File: config.mk
export PLATFORM = sky130hd
export DESIGN_NAME = sev_seg_decoder
export DESIGN_NICKNAME = d
export VERILOG_FILES = /design/src/rtl/sev_seg_decoder.sv
export SDC_FILE = /design/constraint.sdc
export NUM_CORES = 1
export LEC_CHECK = 0
export BUFFER_PORTS_ARGS = -buffer_cell sky130_fd_sc_hd__buf_2
export CELL_PAD_IN_SITES_DETAIL_PLACEMENT = 0
export CELL_PAD_IN_SITES_GLOBAL_PLACEMENT = 1
export CORE_MARGIN = 2
export CORE_UTILIZATION = 53
export CTS_CLUSTER_DIAMETER = 80
export CTS_CLUSTER_SIZE = 8
export DETAILED_ROUTE_END_ITERATION = 10
export GPL_TIMING_DRIVEN = 0
export PLACE_DENSITY_LB_ADDON = 0.1
export SYNTH_ARGS = -nofsm -noshare
export SYNTH_HDL_FRONTEND = slang
export SYNTH_SLANG_ARGS = --single-unit
export TNS_END_PERCENT = 30
File: constraint.sdc
create_clock -name clk -period 6.15 [get_ports clk]
set_input_delay 1.23 -clock clk [delete_from_list [all_inputs] [get_ports clk]]
set_output_delay 1.23 -clock clk [all_outputs]
set_load 0.05 [all_outputs]
File: src/rtl/sev_seg_decoder.sv
// Seven-segment display snooper: decodes a multiplexed two-digit, active-low display back into a byte.
// Optional build macro SEVSEG_DEC_ONCHANGE_EN: num_valid pulses only when the assembled byte changes.
module sev_seg_decoder #(
  parameter int unsigned STABLE_CYCLES = 16
) (
  input  logic       clk,
  input  logic       rst,
  input  logic [3:0] an_in,
  input  logic [6:0] seg_in,
  output logic [7:0] num,
  output logic       num_valid,
  output logic       pattern_err
);

  localparam int unsigned     CW   = 16;
  localparam logic [CW-1:0]   LAST = CW'(STABLE_CYCLES - 1);
  localparam logic [10:0]     IDLE_LINES = '1;

  typedef enum logic [1:0] {IDLE, SETTLE, HELD} state_t;
  typedef enum logic [1:0] {SEL_NONE, SEL_LOW, SEL_HIGH} sel_t;

  function automatic sel_t sel_of(input logic [3:0] an);
    if (an == 4'b1110)      sel_of = SEL_LOW;
    else if (an == 4'b1101) sel_of = SEL_HIGH;
    else                    sel_of = SEL_NONE;
  endfunction

  // Returns {valid, nibble}; segment patterns are active-low {g,f,e,d,c,b,a}.
  function automatic logic [4:0] decode(input logic [6:0] seg);
    case (seg)
      7'b1000000: decode = 5'h10;
      7'b1111001: decode = 5'h11;
      7'b0100100: decode = 5'h12;
      7'b0110000: decode = 5'h13;
      7'b0011001: decode = 5'h14;
      7'b0010010: decode = 5'h15;
      7'b0000010: decode = 5'h16;
      7'b1111000: decode = 5'h17;
      7'b0000000: decode = 5'h18;
      7'b0010000: decode = 5'h19;
      7'b0001000: decode = 5'h1a;
      7'b0000011: decode = 5'h1b;
      7'b1000110: decode = 5'h1c;
      7'b0100001: decode = 5'h1d;
      7'b0000110: decode = 5'h1e;
      7'b0001110: decode = 5'h1f;
      default:    decode = 5'h00;
    endcase
  endfunction

  // Reset asserts immediately but releases two edges later, aligned to clk.
  logic [1:0] rst_sync;
  logic       rst_i;

  // NOTE: every clocked process uses non-blocking assignments so all flops sample pre-edge values.
  always_ff @(posedge clk or posedge rst) begin
    if (rst) rst_sync <= 2'b11;
    else     rst_sync <= {rst_sync[0], 1'b0};
  end
  assign rst_i = rst_sync[1];

  logic [10:0] s_meta, s_cur;

  always_ff @(posedge clk or posedge rst_i) begin
    if (rst_i) begin
      s_meta <= IDLE_LINES;
      s_cur  <= IDLE_LINES;
    end else begin
      s_meta <= {an_in, seg_in};
      s_cur  <= s_meta;
    end
  end

  state_t          state_q, state_d;
  logic [CW-1:0]   cnt_q, cnt_d;
  logic [10:0]     lat_q, lat_d;
  logic            eval;
  sel_t            cur_sel;

  assign cur_sel = sel_of(s_cur[10:7]);

  always_ff @(posedge clk or posedge rst_i) begin
    if (rst_i) begin
      state_q <= IDLE;
      cnt_q   <= '0;
      lat_q   <= IDLE_LINES;
    end else begin
      state_q <= state_d;
      cnt_q   <= cnt_d;
      lat_q   <= lat_d;
    end
  end

  // NOTE: defaults first so no path through this block can infer a latch.
  always_comb begin
    state_d = state_q;
    cnt_d   = cnt_q;
    lat_d   = lat_q;
    eval    = 1'b0;
    unique case (state_q)
      IDLE: begin
        if (cur_sel != SEL_NONE) begin
          cnt_d   = CW'(1);
          lat_d   = s_cur;
          state_d = SETTLE;
        end
      end
      SETTLE: begin
        if (cur_sel == SEL_NONE) begin
          cnt_d   = '0;
          state_d = IDLE;
        end else if (s_cur != lat_q) begin
          cnt_d = CW'(1);
          lat_d = s_cur;
        end else if (cnt_q == LAST) begin
          cnt_d   = CW'(STABLE_CYCLES);
          eval    = 1'b1;
          state_d = HELD;
        end else begin
          cnt_d = cnt_q + CW'(1);
        end
      end
      HELD: begin
        if (cur_sel == SEL_NONE) begin
          cnt_d   = '0;
          state_d = IDLE;
        end else if (s_cur != lat_q) begin
          cnt_d   = CW'(1);
          lat_d   = s_cur;
          state_d = SETTLE;
        end
      end
      default: state_d = IDLE;
    endcase
  end

  // Evaluation works on the latched sample, which equals s_cur on the evaluating edge.
  logic [4:0] dec;
  logic       is_low;
  logic [3:0] hold_lo, hold_hi, lo_n, hi_n;
  logic       pend_lo, pend_hi, other_pend;

  assign dec        = decode(lat_q[6:0]);
  assign is_low     = (sel_of(lat_q[10:7]) == SEL_LOW);
  assign lo_n       = is_low ? dec[3:0] : hold_lo;
  assign hi_n       = is_low ? hold_hi  : dec[3:0];
  assign other_pend = is_low ? pend_hi  : pend_lo;

`ifdef SEVSEG_DEC_ONCHANGE_EN
  logic seen_q;
`endif

  always_ff @(posedge clk or posedge rst_i) begin
    if (rst_i) begin
      num         <= '0;
      num_valid   <= 1'b0;
      pattern_err <= 1'b0;
      hold_lo     <= '0;
      hold_hi     <= '0;
      pend_lo     <= 1'b0;
      pend_hi     <= 1'b0;
`ifdef SEVSEG_DEC_ONCHANGE_EN
      seen_q      <= 1'b0;
`endif
    end else begin
      num_valid   <= 1'b0;
      pattern_err <= 1'b0;
      if (eval) begin
        if (!dec[4]) begin
          pattern_err <= 1'b1;
          if (is_low) pend_lo <= 1'b0;
          else        pend_hi <= 1'b0;
        end else begin
          hold_lo <= lo_n;
          hold_hi <= hi_n;
          if (other_pend) begin
            num     <= {hi_n, lo_n};
            pend_lo <= 1'b0;
            pend_hi <= 1'b0;
`ifdef SEVSEG_DEC_ONCHANGE_EN
            num_valid <= !seen_q || ({hi_n, lo_n} != num);
            seen_q    <= 1'b1;
`else
            num_valid <= 1'b1;
`endif
          end else if (is_low) begin
            pend_lo <= 1'b1;
          end else begin
            pend_hi <= 1'b1;
          end
        end
      end
    end
  end

endmodule

==> run metrics, run 1 <==
initial DRC count between 100 and 150; hpwl dp 5160 um; Comb pwr share 31.7%; top cell type's share of synthesized area 24.7%; synth unique cells 68; Post-synth ARST share 100%; number of enable flip-flop cells after synthesis 0; critical setup path kind reg -> reg; fmax 408 MHz; Pre-Repair DR Iteration Count 4; Slew Limit Fails 0; num rows 31; slowest stage delay, CP 0.52 ns; initial antenna violation count 0; DR WL/cell 15.4 um; register clock-pin slew on the reported worst setup and hold paths 0.08 ns; Worst setup SP type register; Fill cells 660; Reg2Reg Setup Slack approximately 3.7 ns; max-capacitance violation count 0; Yosys reg bits 73; sw frac 35.4%; Power Dens Cells 327 mW/mm^2; Post-synth top cells dfrtp_1, nand2_1, dfstp_2, o21ai_1, nor2_1; storage element area 0.00187 sq mm; Clock power frac 26.2%; crit-path max FO 10; CP max-delay cell dfstp_2; fin nets 393; Top Ports 23; sequential share of the synthesized area roughly 49%; Starting Density 54.0%; Hold Crit Start s_meta[9]; CTS Hold Bufs 0; vias in the first global route 2,523; layout cells sized above 1 30.3%; H-tree Lvls 3; Num CTS Buffers 9; GR Overflow Total 0; final setup fails 0; final wirelength 7380 um; crit share post-route 39.8%; hold depth 0; n_diodes 0; crit path capture type register; Worst-Margin Slew about 0.85 ns; input/output buffers 22; Int Pwr 904 uW; DRC violations left 0; gpl congestion around 0.85; R2R cell count 8; Multi-input gate area 0.00183 sq mm; status finished, final reports clean; Max-slew headroom 43.2%; Worst Skew 0.0123 ns; Die Footprint 0.00797 sq mm; worst-path cell chain buf_4 > xnor2_1 > nand3_1 > nor3_4 > buf_6 > nand4_1 > a2bb2oi_1 > o31ai_4; core area 0.00714 sq mm; CTS tree yes; Clock Tree Buf Depth 2; first-pass GRT wire length approximately 13,000 um; Sum Neg Setup Slack 0 ns; Die Wd between 80 and 90 um; Area contributors post-synth dfrtp_1, dfstp_2, o31ai_4; WP buf/inv 2; mean number of vias per cell 5.54; synth-to-layout area growth 11.2%; Max VDD drop 0.169 mV; CP Data Arrival Time 2.71 ns; Ys Warns 0; worst skew pair latency 0.35 ns; crit path time final 2.45 ns; Worst Hold Path EP s_cur[9]; Reg2Reg Launch Point lat_q[3]; fin cells around 480; largest net degree at the start of global routing 72; Reg power frac 42.2%; Net Count, Synth 360; RSZ-0062 raised after global routing no; GRT Total Usage 21.2%; clk root buf clkbuf_8; Die Ht 89.3 um; cell family with most CP delay simple AND/OR/NAND/NOR gates; Mapped Avg Cell Area 11.3 sq um; cell taking the most area after synthesis dfrtp_1; Psw 496 uW; Critical Path RT 6.40 ns; placed insts about 460; final hold violation count 0; PostCTS Resize Cnt 0; ys flop type dfrtp_1; Antenna Violating Nets Remaining 0; mapped cell area 0.00385 sq mm; Post-CTS Setup Repair Bufs 0; Leak 0.00176 uW; Hold Crit Class reg -> reg; vias 2,654; post-synthesis cell count 342; clk sinks 73; r2r endpoint cnt_q[8]
-- worst register-to-register path: stages, from the launching register on --
cell and delay (ns):
dfstp_2 0.52, buf_4 0.15, xnor2_1 0.17, nand3_1 0.19, nor3_4 0.31, buf_6 0.19
nand4_1 0.43, a2bb2oi_1 0.31, o31ai_4 0.07
-- cells in the final DEF, fill, tap and decap left out, types with 6 or more instances in the layout --
| master | count |
|---|---|
| nand3_1 | 10 |
| mux2_1 | 8 |
| nor2_1 | 16 |
| mux2i_1 | 8 |
| nand2_1 | 38 |
| o31ai_4 | 8 |
| a2bb2oi_1 | 10 |
| nor3_1 | 9 |
| buf_2 | 32 |
| dfrtp_1 | 38 |
| dfstp_2 | 35 |
| o21ai_0 | 13 |
| clkbuf_8 | 9 |
| inv_1 | 7 |
| xnor2_1 | 11 |
| nand4_1 | 6 |
| o21ai_1 | 18 |
-- stage by stage --
step	setup WS (ns)	hold WS [ns]	utilization [%]	instance area (sq um)	total power (uW)
after global routing	3.54	0.357	60.0	4280	1500
after global placement	3.36	0.345	57.3	4090	1030
after detailed placement	3.75	0.347	57.3	4090	1040
final	3.70	0.355	60.0	4280	1400
after floorplan	4.07	0.345	-	3850	941
after CTS	3.72	0.360	60.0	4280	1420
-- state kept, by name (all words and copies together) (netlist names) --
name and count:
cnt_q 16, hold_hi 4, hold_lo 4, lat_q 11, num 8, num_valid 1, pattern_err 1, pend_hi 1
pend_lo 1, rst_sync 2, s_cur 11, s_meta 11, state_q 2
-- power by group through the flow --
stage / clock network, uW / registers [uW] / logic, uW
floorplan: 0 / 586 / 355
global placement: 0 / 596 / 434
detailed placement: 0 / 599 / 442
CTS: 382 / 591 / 445
global route: 408 / 598 / 493
finish: 366 / 590 / 443
-- worst max-delay path by stage --
stage | from | endpoint | slack (ns) | cells past startpoint
6_report | lat_q[3] | cnt_q[8] | 3.70 | 8
3_5_place_dp | lat_q[5] | cnt_q[8] | 3.75 | 8
2_1_floorplan | rst_sync[1] | cnt_q[0] | 4.07 | 1
3_3_place_gp | rst_sync[1] | pattern_err | 3.36 | 1
5_1_grt | lat_q[5] | cnt_q[8] | 3.54 | 8
4_1_cts | lat_q[5] | cnt_q[8] | 3.72 | 8
-- final cells by class --
class                      instances  share of cell area, %
tap                               99                   2.89
sequential                        73                   43.7
timing repair buffer              22                   2.57
inverter                           8                  0.760
multi-input combinational        243                   42.7
buffer                            18                   2.83
clock buffer                      10                   3.48
clock inverter                     6                   1.05
-- cells by family (layout without fill, tap and decap cells) --
logic type | after synthesis | count (layout) | share of synthesized area [%]
and+or+nand+nor | 125 | 125 | 19.3
DFF | 73 | 73 | 48.6
buffers and inverters | 26 | 64 | 3.93
AOI/OAI and AO/OA | 82 | 82 | 18.5
muxes | 18 | 18 | 5.00
xor gates and xnor gates | 12 | 12 | 2.92
other | 1 | 1 | 0.0973
adders and majority gates | 5 | 5 | 1.62
-- metal layers --
| layer | GRT usage [%] | wire [um] |
|---|---|---|
| met4 | 7.60 | 89 |
| met5 | 0 | 0 |
| met2 | 31.2 | 3480 |
| met1 | 30.0 | 3580 |
| met3 | 6.19 | 230 |
(Power assumes the default switching activity.)
==> run 2: changes to the inputs <==
- CORE_UTILIZATION: 53 -> 49
- clock period: 6.15 -> 2.6 ns (I/O delays scaled with it)
==> run 2 against run 1 <==
  * Non-clock buffer count unchanged
  * Critical path depth unchanged
  * Largest power group unchanged
  * Hold slack worse by 0.18 ns
==> run metrics, run 2 (synthesized netlist as in run 1, its figures left out) <==
fin cells 482 (+0.63%); DR WL/cell 15.4 um (-0.25%); Antenna Violating Nets Remaining 0 (unchanged); status finished, final reports clean; Slew Limit Fails 0 (unchanged); placed insts 466 (+0.65%); core area 0.00769 sq mm (+7.7%); Sum Neg Setup Slack 0 ns (unchanged); r2r endpoint cnt_q[10]; pre-CTS setup slack 0.179 ns (-3.57 ns); n_diodes 0 (unchanged); crit path time final 2.43 ns (-0.0203 ns); largest net degree at the start of global routing 72 (unchanged); Clock Tree Buf Depth 2 (unchanged); GR Overflow Total 0 (unchanged); most frequent cells in the layout nand2_1, dfrtp_1, dfstp_2, buf_2, o21ai_1; fin nets 393 (unchanged); register clock-pin slew on the reported worst setup and hold paths 0.08 ns (about the same); Worst setup SP type register; final wirelength 7410 um (+0.38%); CTS tree yes; Reg2Reg Launch Point lat_q[3]; vias in the first global route 2,611 (+3.5%); clk root buf clkbuf_8; Num CTS Buffers 9 (unchanged); busiest metal layer after global routing met2; final hold violation count 0 (unchanged); Top reg by flops cnt_q; Reg2Reg Setup Slack 0.17 ns (-3.53 ns); initial antenna violation count 0 (unchanged); synth-to-layout area growth 11.1% (about the same); Leak 0.00175 uW (-0.35%); Pre-Repair DR Iteration Count 4 (unchanged); Max VDD drop 0.460 mV (+170%); Reg power frac 42.6% (+0.4 points); Die Footprint 0.00859 sq mm (+7.8%); crit-path max FO 10 (unchanged); input/output buffers 22 (unchanged); critical setup path kind reg -> reg; GRT Total Usage 19.1% (-2.1 points); first-pass GRT wire length 12,800 um (+0.71%); clk sinks 73 (unchanged); max reg flops 16 (unchanged); fmax 412 MHz (+0.84%); CTS Hold Bufs 0 (unchanged); Int Pwr 2130 uW (+140%); crit path capture type register; final setup fails 0 (unchanged); Starting Density 50.1% (-3.9 points); worst skew pair latency 0.35 ns (about the same); vias 2,682 (+1.1%); Critical Path RT 2.86 ns (-3.54 ns); Top Ports 23 (unchanged); num rows 32 (+3.2%); GR Util met1 26.8% (-3.3 points); initial DRC count 119 (+4.4%); R2R cell count 8 (unchanged); Worst-Margin Slew 0.858 ns (+0.00633 ns); Die Ht 92.7 um (+3.8%); Worst Skew 0.00859 ns (-0.00373 ns); H-tree Lvls 3 (unchanged); max-capacitance violation count 0 (unchanged); met2 usage 29.4% (-1.8 points); Power Dens Cells 767 mW/mm^2 (+130%); PostCTS Resize Cnt 0 (unchanged); DRC violations left 0 (unchanged); Die Wd 92.7 um (+3.8%); Clock power frac 25.7% (-0.5 points); Hold Crit Class in -> async; mean number of vias per cell 5.56 (+0.43%); sw frac 35.2% (-0.21 points); Comb pwr share 31.7% (about the same); layout cells sized above 1 30.3% (unchanged); RSZ-0062 raised after global routing no; CP Data Arrival Time 2.69 ns (-0.02 ns); post-layout util 55.7% (-4.3 points); Post-CTS Setup Repair Bufs 0 (unchanged); hpwl dp 5150 um (-0.31%); Fin Hold WS 0.178 ns (-0.178 ns); Final Worst Setup Slack 0.170 ns (-3.53 ns); crit share post-route 93.5% (+54 points); Psw 1160 uW (+130%); gpl congestion 0.830 (-2.7%); grt met3 use 4.39% (-1.8 points); Max-slew headroom 42.8% (-0.42 points)
run 2: per-layer routing:
metal | up-vias | wire (um)
met5 | - | 0
met4 | 0 | 66
met3 | 6 | 212
met2 | 34 | 3450
met1 | 1315 | 3680
li1 | 1327 | -
run 2: layout make-up:
class / instances / area (sq um)
Fill cell: 696 / 3410
Tap cell: 102 / 128
Buffer: 18 / 121
Clock buffer: 11 / 151
Multi-Input combinational cell: 243 / 1830
Timing Repair Buffer: 22 / 110
Clock inverter: 5 / 37.5
Inverter: 8 / 32.5
Sequential cell: 73 / 1870
run 2: worst max-delay path, stage by stage, from the launching register on:
cell and delay [ns]:
dfstp_2 0.52, buf_4 0.15, xnor2_1 0.17, nand3_1 0.20
nor3_4 0.33, buf_6 0.19, nand4_1 0.41, a2bb2oi_1 0.30
o31ai_4 0.07
run 2: worst max-delay path by stage:
stage / start / to / slack (ns)
after floorplan: rst_sync[1] / cnt_q[0] / 0.52
after global placement: rst_sync[1] / num[5] / -0.25
after detailed placement: lat_q[3] / cnt_q[10] / 0.18
after CTS: lat_q[3] / cnt_q[10] / 0.15
after global routing: lat_q[3] / cnt_q[10] / 0.04
final: lat_q[3] / cnt_q[10] / 0.17
run 2: power groups by stage:
stage	Sequential (uW)	Combinational, uW	Clock, uW
floorplan	1390	840	0
global placement	1410	1030	0
detailed placement	1420	1040	0
CTS	1400	1050	876
global route	1420	1150	918
finish	1400	1040	845
run 2: per-stage QoR:
| step | total power (uW) | cell area [sq um] |
|---|---|---|
| after floorplan | 2230 | 3850 |
| after global routing | 3490 | 4280 |
| after CTS | 3320 | 4280 |
| final | 3280 | 4280 |
| after global placement | 2440 | 4090 |
| after detailed placement | 2460 | 4090 |
==> run 3: changes to the inputs <==
- GPL_ROUTABILITY_DRIVEN: not set -> 0
- MAX_ROUTING_LAYER: not set -> met4
==> run 3 against run 2 <==
  * Clock-buffer cell count stayed put
  * Hold slack better by 0.0013 ns
  * Sequential share of layout area stayed put
  * Critical path depth stayed put
  * Fmax hardly changed
  * Clock power hardly changed
  * Worst setup slack better by 0.0023 ns
  * Sequential cell count stayed put
  * Cell area stayed put
  * Register-to-register slack hardly changed
  * Critical endpoint unchanged
==> run metrics, run 3 (synthesized netlist as in run 1, its figures left out) <==
status finished, final reports clean; CTS tree yes; Die Wd 92.7 um (unchanged); post-layout util 55.7% (unchanged); H-tree Lvls 3 (unchanged); worst skew pair latency 0.35 ns (about the same); vias in the first global route 2,606 (-0.19%); layout cells sized above 1 30.3% (unchanged); DRC violations left 0 (unchanged); Starting Density 50.1% (unchanged); final wirelength 7380 um (-0.42%); register clock-pin slew on the reported worst setup and hold paths 0.08 ns (about the same); num rows 32 (unchanged); Worst Skew 0.00874 ns (+0.000142 ns); Die Ht 92.7 um (unchanged); largest net degree at the start of global routing 72 (unchanged); Hold Crit Class in -> async; Int Pwr 2130 uW (about the same); most frequent cells in the layout nand2_1, dfrtp_1, dfstp_2, buf_2, o21ai_1; mean number of vias per cell 5.59 (+0.52%); Post-CTS Setup Repair Bufs 0 (unchanged); input/output buffers 22 (unchanged); sw frac 35.2% (-0.037 points); vias 2,696 (+0.52%); Antenna Violating Nets Remaining 0 (unchanged); Max-slew headroom 42.8% (about the same); Clock power frac 25.7% (about the same); initial DRC count 113 (-5.0%); Final Worst Setup Slack 0.172 ns (+0.00233 ns); clk sinks 73 (unchanged); fin nets 393 (unchanged); DR WL/cell 15.3 um (-0.42%); Num CTS Buffers 9 (unchanged); Psw 1160 uW (-0.16%); synth-to-layout area growth 11.1% (unchanged); Slew Limit Fails 0 (unchanged); crit path time final 2.43 ns (-0.00233 ns); Worst setup SP type register; RSZ-0062 raised after global routing no; n_diodes 0 (unchanged); PostCTS Resize Cnt 0 (unchanged); Top reg by flops cnt_q; Die Footprint 0.00859 sq mm (unchanged); Reg power frac 42.6% (about the same); initial antenna violation count 0 (unchanged); Max VDD drop 0.460 mV (+0.10%); crit path capture type register; Worst-Margin Slew 0.858 ns (-0.000309 ns); max-capacitance violation count 0 (unchanged); crit-path max FO 10 (unchanged); clk root buf clkbuf_8; crit share post-route 93.4% (about the same); Power Dens Cells 767 mW/mm^2 (about the same); Top Ports 23 (unchanged); Comb pwr share 31.7% (about the same); Critical Path RT 2.86 ns (about the same); core area 0.00769 sq mm (unchanged); max reg flops 16 (unchanged); critical setup path kind reg -> reg; Fill cells 696 (unchanged); CTS Hold Bufs 0 (unchanged); GRT Total Usage 19.6% (+0.48 points); hpwl dp 5150 um (unchanged); CP Data Arrival Time 2.69 ns (about the same); first-pass GRT wire length 12,800 um (unchanged); pre-CTS setup slack 0.179 ns (unchanged); Leak 0.00175 uW (unchanged); final hold violation count 0 (unchanged); Pre-Repair DR Iteration Count 6 (+2); final setup fails 0 (unchanged); fmax 412 MHz (about the same); Clock Tree Buf Depth 2 (unchanged); GR Overflow Total 0 (unchanged)
==> run 3: final cells by class <==
class / instances / area [sq um] / area share, %
repair buffers: 22 / 110 / 2.57
well taps: 102 / 128 / 2.98
inverters: 8 / 32.5 / 0.760
clock buffers: 11 / 151 / 3.54
plain buffers: 18 / 121 / 2.83
multi-input cells: 243 / 1830 / 42.8
flip-flops and latches: 73 / 1870 / 43.7
clock inverters: 5 / 37.5 / 0.877
==> run 3: metrics by stage <==
step | cell area [sq um] | setup TNS, ns | cells | hold WS [ns] | power [uW]
after floorplan | 3850 | 0 | 342 | 0.345 | 2230
after CTS | 4280 | 0 | 482 | 0.160 | 3320
after global placement | 4090 | -9.31 | 466 | 0.346 | 2440
after global routing | 4280 | 0 | 482 | 0.179 | 3490
final | 4280 | 0 | 482 | 0.179 | 3280
after detailed placement | 4090 | 0 | 466 | 0.347 | 2460
==> run 3: worst paths after layout <==
kind	from	end	slack (ns)	cells after the start
max	lat_q[3]	cnt_q[10]	0.17	8
min	rst	rst_sync[0]	0.18	2
max reg2reg	lat_q[3]	cnt_q[10]	0.17	8
min reg2reg	s_meta[1]	s_cur[1]	0.36	0
max in group asynchronous	rst_sync[1]	num_valid	1.59	1
min in group clk	seg_in[3]	s_meta[3]	0.26	1
==> run 3: worst max-delay path, stage by stage, from the launching register on <==
cell       delay, ns
dfstp_2         0.52
buf_4           0.15
xnor2_1         0.17
nand3_1         0.20
nor3_4          0.33
buf_6           0.20
nand4_1         0.41
a2bb2oi_1       0.30
o31ai_4         0.07
==> run 3: power by group through the flow <==
stage / registers (uW) / logic, uW / clock network, uW
CTS: 1400 / 1050 / 876
floorplan: 1390 / 840 / 0
finish: 1400 / 1040 / 845
global placement: 1410 / 1030 / 0
detailed placement: 1420 / 1040 / 0
global route: 1420 / 1150 / 916
==> run 3: layer usage <==
metal	wire, um	GRT usage, %
met1	3720	26.8
met5	0	-
met2	3390	29.4
met3	183	4.15
met4	80	6.74
